[src/rtl/datapath_ctrl_if.sv]
// datapath_ctrl_if: instruction handshake (s/instr/w) plus the
// register-file and ALU datapath control bundle driven by datapath_ctrl.
//
// Signals:
//   s, instr            start request and instruction from the source
//   w                   controller idle, ready to accept s
//   readnum, writenum   register file read / write indices
//   write               register file write enable
//   loada/loadb/loadc   A, B and C datapath register loads
//   loads               status register load
//   asel, bsel, vsel    operand and writeback mux selects
//   shift, ALUop        shifter and ALU controls
//   sximm8              sign-extended immediate
//   illegal             one-cycle pulse on an undefined instruction
//
// Modports:
//   master  instruction source / datapath side
//   slave   the controller
interface datapath_ctrl_if #(
    parameter int DATA_W = 16
);
    logic              s;
    logic [15:0]       instr;
    logic              w;
    logic [2:0]        readnum;
    logic [2:0]        writenum;
    logic              write;
    logic              loada;
    logic              loadb;
    logic              loadc;
    logic              loads;
    logic              asel;
    logic              bsel;
    logic [1:0]        vsel;
    logic [1:0]        shift;
    logic [1:0]        ALUop;
    logic [DATA_W-1:0] sximm8;
    logic              illegal;

    modport master (
        output s, instr,
        input  w, readnum, writenum, write,
        input  loada, loadb, loadc, loads,
        input  asel, bsel, vsel, shift, ALUop,
        input  sximm8, illegal
    );

    modport slave (
        input  s, instr,
        output w, readnum, writenum, write,
        output loada, loadb, loadc, loads,
        output asel, bsel, vsel, shift, ALUop,
        output sximm8, illegal
    );
endinterface

[src/rtl/datapath_ctrl.sv]
// datapath_ctrl: multi-cycle controller for the 8x16 register file and ALU.
// Ports: clk, reset_n (async, active low), bus (datapath_ctrl_if.slave).
module datapath_ctrl #(
    parameter int DATA_W = 16
) (
    input  logic           clk,
    input  logic           reset_n,
    datapath_ctrl_if.slave bus
);

    typedef enum logic [2:0] {
        S_WAIT,
        S_DECODE,
        S_LOAD_A,
        S_LOAD_B,
        S_EXEC,
        S_WB_REG,
        S_WB_IMM
    } state_t;

    typedef enum logic [2:0] {
        K_MOVI,
        K_MOVR,
        K_ADD,
        K_CMP,
        K_AND,
        K_MVN,
        K_ILL
    } kind_t;

    typedef struct packed {
        logic       w;
        logic [2:0] readnum;
        logic [2:0] writenum;
        logic       write;
        logic       loada;
        logic       loadb;
        logic       loadc;
        logic       loads;
        logic       asel;
        logic       bsel;
        logic [1:0] vsel;
        logic [1:0] shift;
        logic       illegal;
    } ctl_t;

    function automatic kind_t kind_of(input logic [15:0] i);
        kind_t k;
        logic  mov;
        logic  alu;
        mov = (i[15:13] == 3'b110);
        alu = (i[15:13] == 3'b101);
        unique case (1'b1)
            mov && i[12:11] == 2'b10: k = K_MOVI;
            mov && i[12:11] == 2'b00: k = K_MOVR;
            alu && i[12:11] == 2'b00: k = K_ADD;
            alu && i[12:11] == 2'b01: k = K_CMP;
            alu && i[12:11] == 2'b10: k = K_AND;
            alu && i[12:11] == 2'b11: k = K_MVN;
            default:                  k = K_ILL;
        endcase
        return k;
    endfunction

    // Moore decode of a state; evaluated for the next state so the
    // strobes come straight out of flops.
    function automatic ctl_t ctl_of(input state_t st,
                                    input logic [15:0] i);
        ctl_t  c;
        kind_t k;
        c = '0;
        k = kind_of(i);
        unique case (st)
            S_WAIT:   c.w = 1'b1;
            S_DECODE: c.illegal = (k == K_ILL);
            S_LOAD_A: begin
                c.readnum = i[10:8];
                c.loada   = 1'b1;
            end
            S_LOAD_B: begin
                c.readnum = i[2:0];
                c.loadb   = 1'b1;
            end
            S_EXEC: begin
                // MOV reg and MVN ignore A: force it to zero
                c.asel  = (k == K_MOVR) || (k == K_MVN);
                c.shift = i[4:3];
                c.loads = (k == K_CMP);
                c.loadc = (k != K_CMP);
            end
            S_WB_REG: begin
                c.writenum = i[7:5];
                c.write    = 1'b1;
            end
            S_WB_IMM: begin
                c.writenum = i[10:8];
                c.vsel     = 2'b10;
                c.write    = 1'b1;
            end
            default: c = '0;
        endcase
        return c;
    endfunction

    state_t      state;
    state_t      state_nxt;
    logic [15:0] ir;
    logic [15:0] ir_nxt;
    ctl_t        ctl;
    kind_t       kind;

    assign kind = kind_of(ir);

    always_comb begin
        state_nxt = state;
        ir_nxt    = ir;
        unique case (state)
            S_WAIT: begin
                if (bus.s) begin
                    state_nxt = S_DECODE;
                    ir_nxt    = bus.instr;
                end
            end
            S_DECODE: begin
                unique case (kind)
                    K_MOVI:              state_nxt = S_WB_IMM;
                    K_MOVR, K_MVN:       state_nxt = S_LOAD_B;
                    K_ADD, K_CMP, K_AND: state_nxt = S_LOAD_A;
                    default:             state_nxt = S_WAIT;
                endcase
            end
            S_LOAD_A: state_nxt = S_LOAD_B;
            S_LOAD_B: state_nxt = S_EXEC;
            S_EXEC:   state_nxt = (kind == K_CMP) ? S_WAIT : S_WB_REG;
            S_WB_REG: state_nxt = S_WAIT;
            S_WB_IMM: state_nxt = S_WAIT;
            default:  state_nxt = S_WAIT;
        endcase
    end

    always_ff @(posedge clk or negedge reset_n) begin
        if (!reset_n) begin
            state <= S_WAIT;
            ir    <= '0;
            ctl   <= '{w: 1'b1, default: '0};
        end else begin
            state <= state_nxt;
            ir    <= ir_nxt;
            ctl   <= ctl_of(state_nxt, ir_nxt);
        end
    end

    assign bus.w        = ctl.w;
    assign bus.readnum  = ctl.readnum;
    assign bus.writenum = ctl.writenum;
    assign bus.write    = ctl.write;
    assign bus.loada    = ctl.loada;
    assign bus.loadb    = ctl.loadb;
    assign bus.loadc    = ctl.loadc;
    assign bus.loads    = ctl.loads;
    assign bus.asel     = ctl.asel;
    assign bus.bsel     = ctl.bsel;
    assign bus.vsel     = ctl.vsel;
    assign bus.shift    = ctl.shift;
    assign bus.illegal  = ctl.illegal;

    // MOV reg runs as ADD with A forced to zero
    assign bus.ALUop  = (kind == K_MOVR) ? 2'b00 : ir[12:11];
    assign bus.sximm8 = {{(DATA_W-8){ir[7]}}, ir[7:0]};

endmodule

[src/flat_wrapper.sv]
// flat-port wrapper written by rule: the top's interface ports become plain ports
module datapath_ctrl_flat 
#(
    parameter int DATA_W = 16
)
  (clk, reset_n, bus_s, bus_instr, bus_w, bus_readnum, bus_writenum, bus_write, bus_loada, bus_loadb, bus_loadc, bus_loads, bus_asel, bus_bsel, bus_vsel, bus_shift, bus_ALUop, bus_sximm8, bus_illegal);
  datapath_ctrl_if #(.DATA_W(DATA_W)) bus_i ();
  input  logic clk;
  input  logic reset_n;
  input wire logic [$bits(bus_i.s)-1:0] bus_s;
  input wire logic [$bits(bus_i.instr)-1:0] bus_instr;
  output wire logic [$bits(bus_i.w)-1:0] bus_w;
  output wire logic [$bits(bus_i.readnum)-1:0] bus_readnum;
  output wire logic [$bits(bus_i.writenum)-1:0] bus_writenum;
  output wire logic [$bits(bus_i.write)-1:0] bus_write;
  output wire logic [$bits(bus_i.loada)-1:0] bus_loada;
  output wire logic [$bits(bus_i.loadb)-1:0] bus_loadb;
  output wire logic [$bits(bus_i.loadc)-1:0] bus_loadc;
  output wire logic [$bits(bus_i.loads)-1:0] bus_loads;
  output wire logic [$bits(bus_i.asel)-1:0] bus_asel;
  output wire logic [$bits(bus_i.bsel)-1:0] bus_bsel;
  output wire logic [$bits(bus_i.vsel)-1:0] bus_vsel;
  output wire logic [$bits(bus_i.shift)-1:0] bus_shift;
  output wire logic [$bits(bus_i.ALUop)-1:0] bus_ALUop;
  output wire logic [$bits(bus_i.sximm8)-1:0] bus_sximm8;
  output wire logic [$bits(bus_i.illegal)-1:0] bus_illegal;
  assign bus_i.s = bus_s;
  assign bus_i.instr = bus_instr;
  assign bus_w = bus_i.w;
  assign bus_readnum = bus_i.readnum;
  assign bus_writenum = bus_i.writenum;
  assign bus_write = bus_i.write;
  assign bus_loada = bus_i.loada;
  assign bus_loadb = bus_i.loadb;
  assign bus_loadc = bus_i.loadc;
  assign bus_loads = bus_i.loads;
  assign bus_asel = bus_i.asel;
  assign bus_bsel = bus_i.bsel;
  assign bus_vsel = bus_i.vsel;
  assign bus_shift = bus_i.shift;
  assign bus_ALUop = bus_i.ALUop;
  assign bus_sximm8 = bus_i.sximm8;
  assign bus_illegal = bus_i.illegal;
  datapath_ctrl #(.DATA_W(DATA_W)) u_core (.clk(clk), .reset_n(reset_n), .bus(bus_i));
endmodule
[config.mk]
export PLATFORM = sky130hd
export DESIGN_NAME = datapath_ctrl_flat
export DESIGN_NICKNAME = d
export VERILOG_FILES = /design/src/rtl/datapath_ctrl_if.sv /design/src/rtl/datapath_ctrl.sv /design/src/flat_wrapper.sv
export SDC_FILE = /design/constraint.sdc
export NUM_CORES = 1
export LEC_CHECK = 0
export CORE_ASPECT_RATIO = 0.6
export CORE_MARGIN = 5
export CORE_UTILIZATION = 45
export CTS_CLUSTER_SIZE = 20
export DETAILED_ROUTE_END_ITERATION = 8
export PLACE_DENSITY = 0.89
export SYNTH_ARGS = -nofsm -noshare
export SYNTH_HDL_FRONTEND = slang
export SYNTH_SLANG_ARGS = --single-unit
[constraint.sdc]
create_clock -name clk -period 1.6 [get_ports clk]
set_input_delay 0.32 -clock clk [delete_from_list [all_inputs] [get_ports clk]]
set_output_delay 0.32 -clock clk [all_outputs]
set_load 0.03 [all_outputs]
==> reports/qor.csv <==
metric,value,unit
crit-path cells,dlygate4sd2_1,
pre-CTS WS,-0.151,ns
P_leak,1.28,nW
CP max stage cell,dfrtp_1,
startpoint types,flop,
CTS Buf Count,5,
final std cells w/o fill,269,
Post-CTS Setup Inserts,0,
combinational share of power,0.509,
R2R setup slack,0.11,ns
DR iter-0 viols,55,
RSZ-0062 raised after global routing,yes,
vias per inst,4.85,
Layout area overhead,36.9,%
period utilization,0.964,
# port buffers,53,
FP Rows,17,
total of max-cap violations,0,
First-pass DRT Iterations,4,
I/O pin count,56,
Routed WL per cell,13.7,µm
Initial Util,0.461,
Max rail drop VDD,0.00124,V
switching power,2.03,mW
sequential-to-total area share from yosys stat,0.541,
Fin. Hold Viols,0,
GRT Overall Usage,0.159,
synth warn,0,
Die Ht,57.1,µm
CTS root buf,clkbuf_8,
"slowest stage delay, CP",0.49,ns
storage element area,903,µm²
Clock Latency Late Sink,0.28,ns
met3 usage,0.0606,
drc violations,0,
Critical Path AT,1.22,ns
Post-Route Setup TNS,0,ns
placed cell areas,2200,µm²
r2r endpoint,u_core.bus.readnum[0],
die width,88.6,µm
busiest grt layer,met2,
ANT nets after route,0,
Routed WL,3.68,mm
depth of the CTS H-tree,2,
PwrDens,1960,nW/µm²
Max Transition Viols Final,0,
cell area after synthesis,1670,µm²
clk sinks,36,
Cell Int Power,2.45,mW
"Req. time, crit path",1.28,ns
vias in the first global route,1338,
fill cell count,308,
Core Box Area,3620,µm²
status,"finished, final reports clean",
"CP delay by family, top",flip-flops,
met1 Use GR,0.223,
Yosys cell types,37,
Syn Area/Cell,9.92,µm²
CTS tree,built,
sw frac,0.453,
hold crit path type,primary input to async pin,
Worst setup EP type,output pin,
footprint of the multi-input gates,557,µm²
ANT cells,0,
via count,1305,
total power,4.48,mW
CP bufs+invs,1,
R2R depth,4,
CP Max Fanout,11,
Setup WS post-layout,0.0571,ns
Achievable Freq,648,MHz
hpwl dp,2.92,mm
Final Critical Period,1.54,ns
largest net degree at the start of global routing,19,
fraction of layout cells with a size suffix above 1,0.149,
r2r startpoint,u_core.state[2],
CP Class,flop to output pin,
DP Cell Count,260,
Final Wtd Congestion,0.865,
synthesized instance count,168,
Critical Path Stages,1,
grt ovf,0,
first-pass GRT wire length,6.20,mm
Final Skew,0.00322,ns
post-layout net count,240,
Final Setup Violations,0,
DIE AREA,5060,µm²
fin area,2280,µm²
antenna violations before repair,0,
share of power burned in registers,0.347,
Longest Clk Path Bufs,2,
Seq cells post-synth,36,
Clk network pwr share,0.144,
met2 usage,0.236,
"Reg clk slew, reported paths",0.07,ns
## cell type report
type	instances	area share
Sequential cell	36	0.396
Timing Repair Buffer	69	0.273
Multi-Input combinational cell	96	0.244
Clock buffer	8	0.0395
Tap cell	47	0.0258
Inverter	13	0.0214
## routing by layer
layer | routed length (µm) | vias to the layer above | part of all wire
li1 | - | 640 | -
met1 | 1740 | 608 | 0.47
met2 | 1580 | 52 | 0.43
met3 | 320 | 5 | 0.087
met4 | 31 | 0 | 0.0084
met5 | 0 | - | 0
## through the flow
step | util | hold slack [ns]
after global placement | 0.610 | 0.261
after floorplan | - | 0.0244
after detailed placement | 0.610 | 0.272
after CTS | 0.627 | 0.499
final | 0.631 | 0.493
after global routing | 0.631 | 0.526
## cells in the final DEF, fill, tap and decap left out, types with 2 or more instances in the layout
cell type        instances
dfrtp_1                 34
o21ai_1                  4
o22ai_1                  4
conb_1                   2
dlygate4sd2_1           30
dlymetal6s2s_1           5
a21oi_1                  3
and2_1                   2
inv_1                   13
nor3b_1                  2
nand2_1                 37
clkbuf_8                 6
nand3_1                  6
buf_4                   15
mux2i_1                  5
nor2_1                   6
clkdlybuf4s50_1         17
a21boi_1                 3
o21ai_0                  4
clkbuf_1                 2
## timing repair
item | CTS | global route
endpoints found under the hold margin | 15 | 0
hold buffers | 1 | 0
endpoints found under the setup margin | 30 | 17
gates cloned | 0 | 0
resized for setup | 30 | 6
## cell families after synthesis
kind of cell / count (synthesis) / share of synthesized area
AND/OR/NAND/NOR: 66 / 0.204
multiplexers: 5 / 0.0300
AO/OA/AOI/OAI: 23 / 0.0901
other: 1 / 0.00225
buffers and inverters: 37 / 0.132
flip-flops: 36 / 0.541
## cells in the mapped netlist, drive strengths merged
library cell	instances	area, µm²
dfrtp	35	876
nor4bb	1	10.0
a21oi	4	23.8
a221oi	1	8.76
nor2	7	28.8
and2	2	12.5
inv	13	48.8
nand2b	1	6.26
and3	1	6.26
nor4b	2	23.8
o21ai	8	40.0
dfstp	1	26.3
nand4b	1	8.76
nor3b	2	15.0
nor3	3	31.3
o22ai	4	25.0
a31o	1	8.76
clkbuf	2	7.51
conb	1	3.75
o211a	1	10.0
buf	22	164
nor2b	1	6.26
a21boi	4	33.8
nand3	7	40.0
mux2i	5	50.1
and4bb	1	12.5
nand2	37	139
## power groups by stage
stage                     Clock, mW  Sequential, mW  Combinational, mW
after detailed placement          0            1.58               2.48
after CTS                     0.671            1.55               2.30
after floorplan                   0            1.67               1.64
final                         0.645            1.56               2.28
after global placement            0            1.56               2.44
after global routing          0.707            1.61               2.47
## sequential cells by signal, indices dropped and copies added (netlist names)
signal and flops:
u_core.bus.asel 1, u_core.bus.illegal 1, u_core.bus.loada 1, u_core.bus.loadb 1, u_core.bus.loadc 1, u_core.bus.loads 1, u_core.bus.readnum 3, u_core.bus.shift 2
u_core.bus.vsel 1, u_core.bus.w 1, u_core.bus.write 1, u_core.bus.writenum 3, u_core.ir 16, u_core.state 3
## how the worst max path moves through the flow
stage	startpoint	endpoint	slack [ns]
CTS	u_core.bus.writenum[1]	bus_writenum[1]	0.001
detailed placement	bus_s	u_core.bus.readnum[0]	-0.15
finish	u_core.ir[7]	bus_sximm8[10]	0.06
global route	u_core.ir[7]	bus_sximm8[10]	-0.03
global placement	bus_s	u_core.bus.readnum[1]	-0.05
floorplan	u_core.state[0]	u_core.bus.readnum[0]	0.29
Note: power is estimated with default switching activity, not from simulation.
